### src/rtl/adder_pipelined.sv
// Pipelined ripple-chunk adder/subtractor: a WIDTH-bit add split into WIDTH/CHUNK
// chunk-adds, one per stage, with valid/ready handshakes on both sides.
module adder_pipelined #(
    parameter int WIDTH = 8,
    parameter int CHUNK = 2
) (
    input  logic             clk,
    input  logic             rst_n,
    input  logic             in_valid,
    output logic             in_ready,
    input  logic [WIDTH-1:0] a,
    input  logic [WIDTH-1:0] b,
    input  logic             cin,
    input  logic             sub,
    output logic             out_valid,
    input  logic             out_ready,
    output logic [WIDTH-1:0] sum,
    output logic             carry,
    output logic             overflow
);
    localparam int STAGES = WIDTH / CHUNK;

    if (CHUNK < 1 || WIDTH % CHUNK != 0) begin : g_bad_params
        $error("adder_pipelined: WIDTH (%0d) must be a multiple of CHUNK (%0d)", WIDTH, CHUNK);
    end

    logic             advance;
    logic [WIDTH-1:0] b_eff;
    logic             c0;
    logic             overflow_q;

    // The whole pipeline moves as one; a stalled output freezes every stage.
    assign advance  = !out_valid || out_ready;
    assign in_ready = advance;
    assign b_eff    = sub ? ~b : b;
    assign c0       = sub | cin;

    for (genvar k = 0; k < STAGES; k++) begin : g_stage
        // Operand bits still to be added when entering stage k.
        localparam int REM = WIDTH - k * CHUNK;

        logic [REM-1:0]   a_src;
        logic [REM-1:0]   b_src;
        logic [WIDTH-1:0] s_src;
        logic             c_src;
        logic             v_src;
        logic [CHUNK:0]   part;
        logic [WIDTH-1:0] s_q;
        logic             c_q;
        logic             v_q;

        if (k == 0) begin : g_head
            assign a_src = a;
            assign b_src = b_eff;
            assign s_src = '0;
            assign c_src = c0;
            assign v_src = in_valid;
        end else begin : g_body
            assign a_src = g_stage[k-1].g_fwd.a_q;
            assign b_src = g_stage[k-1].g_fwd.b_q;
            assign s_src = g_stage[k-1].s_q;
            assign c_src = g_stage[k-1].c_q;
            assign v_src = g_stage[k-1].v_q;
        end

        // The current chunk always sits in the low bits of the remaining operands.
        assign part = {1'b0, a_src[CHUNK-1:0]} + {1'b0, b_src[CHUNK-1:0]}
                    + {{CHUNK{1'b0}}, c_src};

        // NOTE: every pipeline register is cleared by the async reset so that no
        // in-flight valid or partial result survives it.
        always_ff @(posedge clk or negedge rst_n) begin
            if (!rst_n) begin
                v_q <= 1'b0;
                c_q <= 1'b0;
                s_q <= '0;
            end else if (advance) begin
                v_q <= v_src;
                c_q <= part[CHUNK];
                // Bits at and above chunk k are still zero in s_src, so OR merges cleanly.
                s_q <= s_src | (WIDTH'(part[CHUNK-1:0]) << (k * CHUNK));
            end
        end

        if (k < STAGES - 1) begin : g_fwd
            logic [REM-CHUNK-1:0] a_q;
            logic [REM-CHUNK-1:0] b_q;

            always_ff @(posedge clk or negedge rst_n) begin
                if (!rst_n) begin
                    a_q <= '0;
                    b_q <= '0;
                end else if (advance) begin
                    a_q <= a_src[REM-1:CHUNK];
                    b_q <= b_src[REM-1:CHUNK];
                end
            end
        end else begin : g_tail
            logic c_msb;

            // Carry into the MSB recovered from the MSB sum bit and its operands.
            assign c_msb = a_src[CHUNK-1] ^ b_src[CHUNK-1] ^ part[CHUNK-1];

            always_ff @(posedge clk or negedge rst_n) begin
                if (!rst_n) begin
                    overflow_q <= 1'b0;
                end else if (advance) begin
                    overflow_q <= c_msb ^ part[CHUNK];
                end
            end
        end
    end

    assign out_valid = g_stage[STAGES-1].v_q;
    assign sum       = g_stage[STAGES-1].s_q;
    assign carry     = g_stage[STAGES-1].c_q;
    assign overflow  = overflow_q;

endmodule
### config.mk
export PLATFORM = sky130hd
export DESIGN_NAME = adder_pipelined
export DESIGN_NICKNAME = d
export VERILOG_FILES = /design/src/rtl/adder_pipelined.sv
export SDC_FILE = /design/constraint.sdc
export NUM_CORES = 1
export LEC_CHECK = 0
export CORE_UTILIZATION = 58
export DETAILED_ROUTE_END_ITERATION = 12
export PLACE_DENSITY = 0.84
export SETUP_SLACK_MARGIN = 0.4
export SYNTH_ARGS = -nofsm -noshare
export SYNTH_HDL_FRONTEND = slang
export SYNTH_SLANG_ARGS = --single-unit
### constraint.sdc
create_clock -name clk -period 4.39 [get_ports clk]
set_input_delay 0.439 -clock clk [delete_from_list [all_inputs] [get_ports clk]]
set_output_delay 0.439 -clock clk [all_outputs]
set_load 0.1 [all_outputs]
==> impl_metrics.ini, run 1 <==
[final_layout]
num_antenna_cells = 0
drive_gt1_frac = 0.269
syn2layout_area_growth_pct = 15.1
nNetsFinal = 223
layoutNonFillerInstCount = 243

[critical_path]
worstPathRequired_ns = 3.95
worst-path-buf-inv = 1
crit_type = reg2out
cp_slowest_cell = clkdlybuf4s50_1
worst-path-max-fanout = 10
crit_arrival_ns = 2.05
cpPeakStageDelay_ns = 1.20
end_kind = primary output
cp-start-kind = register
cpLargestDelayFamily = buffers and inverters
crit_chain = clkdlybuf4s50_1

[timing]
setup_viol = 0
max-slew-margin-rel = 0.258
slew_viol_final = 0
rsz0062_at_grt = no
finalHoldViolCount = 0
worst_slew_pin_slew_ns = 1.11
min_period_ns = 2.49
finalCritPeriodShare = 0.566
fin_worst_skew_ns = 0.00856
clock.fmax_mhz = 402
hold_ws_ns = 0.341
setup-tns-final_ns = 0
postLayoutSetupSlackWorst_ns = 1.90

[floorplanning]
die-area_um2 = 4600
core-area_um2 = 4090
io_pins = 34
die_w_um = 67.8
row_count = 23
initial_core_util = 0.615
die_h_um = 67.8

[synthesis]
yosys.area.top_type = dfrtp_1
syn-cell-area_um2 = 2510
synth_warnings = 0
yosys-top-cells-area = dfrtp_1, mux2_4, fa_1
yosysSeqAreaShare = 0.528
synth_top_area_share = 0.528
ys_ff_latch = 53
syn_nets = 190
syn_inst = 159
ys_types = 19
syn_avg_cell_area_um2 = 15.8

[routing]
vias = 1260
post_drt_wl_per_cell_um = 15.4
drc = 0
drt-pass1-iter-count = 3
drt-total-wl_mm = 3.75
drt_iter0_drc = 102
ant_nets = 0
vias_per_cell = 5.19

[clocking]
post_cts_buffers = 0
hold_buffers = 0
clock-sinks = 53
cts-root-buf = clkbuf_8
worstSkewPairLatency_ns = 0.31
cts_max_path_buffers = 2
cts_buffers = 5
cts_resized = 0
path_clk_slew_ns = 0.10
cts_tree = built
htreeDepth = 2

[place]
pre_cts_ws_ns = 1.63
dp_hpwl_mm = 2.61
place_congestion = 0.764
dp.cells = 235
io_buffers = 33

[grt]
grt_antenna_before_repair = 0
grt_pass1_vias = 1322
grt_max_degree = 54
grt_overflow = 0
grt.total_usage = 0.193
grt_pass1_wl_mm = 6.22

[flow_run]
drv_cap = 0

[power_and_ir_drop]
power_density_nw_per_um2 = 808
clkPwrFrac = 0.119
internal_power_w = 0.00137
power.leakage_nw = 1.38
vdd_drop_max_v = 0.000381
seqPwrFrac = 0.360
power.total_w = 0.00234
total_switching_power_w = 0.000970
switching_share = 0.415
comb_power_share = 0.522

[min_path]
holdCritPathClass = in2async

[status]
status = finished clean
[state kept, by name, summed over array words and instances, names as in the netlist]
| name | cells |
|---|---|
| g_stage.g_fwd.b_q | 12 |
| g_stage.s_q | 12 |
| out_valid | 1 |
| sum | 8 |
| g_stage.c_q | 3 |
| carry | 1 |
| g_stage.g_fwd.a_q | 12 |
| g_stage.v_q | 3 |
| overflow | 1 |
[stage by stage]
step,cell area [µm²],utilization
2_1_floorplan,2510,-
3_3_place_gp,2800,0.685
3_5_place_dp,2800,0.685
4_1_cts,2890,0.708
5_1_grt,2890,0.708
6_report,2890,0.708
[power by group through the flow]
stage | logic, W | clock network [W] | registers (W)
after global routing | 0.00131 | 0.000314 | 0.000864
after detailed placement | 0.00123 | 0 | 0.000850
after floorplan | 0.000669 | 0 | 0.00118
after global placement | 0.00121 | 0 | 0.000837
final | 0.00122 | 0.000278 | 0.000841
after CTS | 0.00123 | 0.000288 | 0.000843
[synthesized netlist by cell type]
library cell / count
nand2b_4: 1
ha_1: 1
a21oi_1: 8
fa_1: 8
buf_12: 3
xor3_1: 1
nor3b_1: 8
xnor2_1: 3
mux2i_1: 4
mux2_2: 4
buf_2: 2
buf_8: 1
xor2_1: 5
nand2b_1: 1
nor2_1: 1
buf_6: 2
mux2_4: 36
inv_1: 17
dfrtp_1: 53
[layout by cell type (no fill, tap or decap)]
master | netlist | layout
a21oi_1 | 8 | 8
buf_2 | 2 | 1
buf_4 | 0 | 2
clkbuf_8 | 0 | 5
clkdlybuf4s50_1 | 0 | 31
clkinv_4 | 0 | 1
clkinvlp_4 | 0 | 1
dfrtp_1 | 53 | 53
fa_1 | 8 | 8
ha_1 | 1 | 1
inv_1 | 17 | 17
inv_6 | 0 | 1
mux2_2 | 4 | 4
mux2_4 | 36 | 36
mux2i_1 | 4 | 4
nand2b_1 | 1 | 1
nand2b_4 | 1 | 1
nor2_1 | 1 | 1
nor3b_1 | 8 | 8
xnor2_1 | 3 | 3
xor2_1 | 5 | 5
xor3_1 | 1 | 1
[per-layer routing]
metal / global-route usage / share of wire / wire length, µm / vias up
li1: - / - / - / 587
met1: 0.253 / 0.45 / 1690 / 642
met2: 0.302 / 0.49 / 1830 / 25
met3: 0.0517 / 0.042 / 158 / 6
met4: 0.0859 / 0.019 / 71 / 0
met5: 0 / 0 / 0 / -
[cells by family (layout without fill, tap and decap cells)]
family	count (synthesis)	after routing	share of synthesized area
DFF	53	53	0.528
muxes	44	44	0.249
buffers and inverters	25	59	0.0682
and+or+nand+nor	11	11	0.0333
adders and majority gates	9	9	0.0687
xor gates and xnor gates	9	9	0.0373
AOI/OAI and AO/OA	8	8	0.0159
[path summary, 6_finish.rpt]
kind | from | to | slack (ns) | depth (start not counted)
max | out_valid$_DFFE_PN0P_ | out_valid | 1.90 | 1
min | rst_n | g_stage[0].g_fwd.a_q[0]$_DFFE_PN0P_ | 0.34 | 1
max reg2reg | g_stage[2].c_q$_DFFE_PN0P_ | overflow$_DFFE_PN0P_ | 2.27 | 5
min reg2reg | g_stage[2].v_q$_DFFE_PN0P_ | out_valid$_DFFE_PN0P_ | 0.50 | 1
max in group asynchronous | rst_n | g_stage[0].g_fwd.b_q[1]$_DFFE_PN0P_ | 3.37 | 1
min in group clk | g_stage[2].v_q$_DFFE_PN0P_ | out_valid$_DFFE_PN0P_ | 0.50 | 1
[cell type report]
class                           instances  area, µm²
Sequential cell                        53       1330
Tap cell                               50       62.6
Clock inverter                          3       25.0
Clock buffer                            5       68.8
Fill cell                             276       1190
Multi-Input combinational cell         81       1020
Timing Repair Buffer                   34        330
Inverter                               17       63.8
Power figures use the tool's default switching activity.
==> run 2, diff against run 1 <==
Settings changed: CORE_UTILIZATION 58 to 49, PLACE_DENSITY 0.84 to 0.75.
Clock period 4.39 ns to 2 ns, I/O delays scaled along.
==> impl_metrics.ini, run 2 (synthesis results as in run 1) <==
[status]
status = finished clean

[place]
postPlaceCellArea_um2 = 2910
pre_cts_ws_ns = -0.112
io_buffers = 33
dp_hpwl_mm = 2.95
place_congestion = 0.732

[clocking]
worstSkewPairLatency_ns = 0.30
cts_max_path_buffers = 2
path_clk_slew_ns = 0.09
clock-sinks = 53
cts-root-buf = clkbuf_8
cts_tree = built
htreeDepth = 2
cts_buffers = 5

[final_layout]
mostFrequentLayoutCell = dfrtp_1
num_antenna_cells = 0
nNetsFinal = 235
drive_gt1_frac = 0.390
fin_util = 0.634
layout_common_cells = dfrtp_1, mux2_4, buf_4, clkdlybuf4s50_1, inv_1
syn2layout_area_growth_pct = 21.5
design_area_um2 = 3050
largest_registers = g_stage.g_fwd.a_q (12), g_stage.g_fwd.b_q (12), g_stage.s_q (12)
nFillCells = 371

[timing]
fin_worst_skew_ns = 0.00708
clock.fmax_mhz = 505
postLayoutSetupSlackWorst_ns = 0.0195
hold_ws_ns = 0.435
finalHoldViolCount = 0
max-slew-margin-rel = 0.605
min_period_ns = 1.98
finalCritPeriodShare = 0.990
worst_slew_pin_slew_ns = 0.593
rsz0062_at_grt = yes
slew_viol_final = 0
setup_viol = 0

[floorplanning]
io_pins = 34
die-area_um2 = 5420
die_w_um = 73.6
core-area_um2 = 4820
initial_core_util = 0.522
row_count = 25
die_h_um = 73.6

[critical_path]
cp.depth = 5
cpLargestDelayFamily = adder cells
reg2regPathDepth = 5
crit_top_cell = fa_2
cp-start-kind = register
cp_slowest_cell = fa_2
crit_arrival_ns = 2.17
cp-startpoint = g_stage[2].g_fwd.b_q[0]$_DFFE_PN0P_
r2r_start = g_stage[2].g_fwd.b_q[0]$_DFFE_PN0P_
worst-path-max-fanout = 2
cpPeakStageDelay_ns = 0.55
crit_type = reg2reg
crit_chain = inv_2, fa_2, fa_2, xor3_1, mux2_4
end_kind = register
worstPathRequired_ns = 2.19
worst-path-buf-inv = 1

[flow_run]
drv_cap = 0

[power_and_ir_drop]
power.leakage_nw = 1.48
vdd_drop_max_v = 0.000789
seqPwrFrac = 0.345
switching_share = 0.413
comb_power_share = 0.548
total_switching_power_w = 0.00223
clkPwrFrac = 0.107
power_density_nw_per_um2 = 1770
internal_power_w = 0.00317

[routing]
drt-pass1-iter-count = 4
drt-total-wl_mm = 4.27
vias_per_cell = 4.95
drc = 0
vias = 1347
post_drt_wl_per_cell_um = 15.7
ant_nets = 0
drt_iter0_drc = 66

[grt]
grt_overflow = 0
grt_pass1_vias = 1468
grt_antenna_before_repair = 0
grt_pass1_wl_mm = 7.09
grt.total_usage = 0.181
grt_max_degree = 30

[min_path]
holdCritPathClass = in2async
[run 2: timing repair]
| action | 4_1_cts | 5_1_grt |
|---|---|---|
| pin swaps | 2 | 0 |
| buffers inserted | 4 | 2 |
| hold buffers | 1 | 0 |
| endpoints found under the setup margin | 4 | 3 |
| hold endpoints to repair | 24 | 0 |
| gates resized for setup | 5 | 1 |
[run 2: routing by layer]
layer | vias up | track usage | wire length (µm)
li1 | 607 | - | -
met1 | 706 | 0.229 | 1910
met2 | 28 | 0.298 | 2150
met3 | 6 | 0.0425 | 144
met4 | 0 | 0.0748 | 72
met5 | - | 0 | 0
[run 2: through the flow]
step           setup TNS, ns  instances  total power [W]
2_1_floorplan              0        159          0.00409
6_report                   0        272          0.00540
5_1_grt              -0.0524        272          0.00569
3_3_place_gp         -0.0987        257          0.00452
3_5_place_dp          -0.112        257          0.00467
4_1_cts                    0        270          0.00532
[run 2: worst paths after layout]
path                                                  endpoint  slack [ns]
setup / recovery                          overflow$_DFFE_PN0P_        0.02
hold / removal             g_stage[0].g_fwd.b_q[1]$_DFFE_PN0P_        0.43
setup reg to reg                          overflow$_DFFE_PN0P_        0.02
hold reg to reg                          out_valid$_DFFE_PN0P_        0.48
max in group asynchronous                out_valid$_DFFE_PN0P_        0.99
min in group clk                         out_valid$_DFFE_PN0P_        0.48
[run 2: layout make-up]
type | instances | area [µm²] | share of cell area
clock buffers | 7 | 76.3 | 0.0250
clock inverters | 1 | 7.51 | 0.00246
inverters | 17 | 63.8 | 0.0209
multi-input cells | 81 | 1050 | 0.344
flip-flops and latches | 53 | 1330 | 0.435
well taps | 67 | 83.8 | 0.0274
repair buffers | 46 | 445 | 0.146
[run 2: worst register-to-register path, stage by stage, from the launching register on]
cell	delay, ns
dfrtp_1	0.37
inv_2	0.05
fa_2	0.39
fa_2	0.56
xor3_1	0.23
mux2_4	0.27
[run 2: power groups by stage]
| stage | clock network [W] | registers [W] | logic, W |
|---|---|---|---|
| 6_report | 0.000578 | 0.00186 | 0.00296 |
| 5_1_grt | 0.000636 | 0.00192 | 0.00313 |
| 4_1_cts | 0.000596 | 0.00187 | 0.00286 |
| 3_5_place_dp | 0 | 0.00189 | 0.00278 |
| 3_3_place_gp | 0 | 0.00185 | 0.00267 |
| 2_1_floorplan | 0 | 0.00260 | 0.00149 |
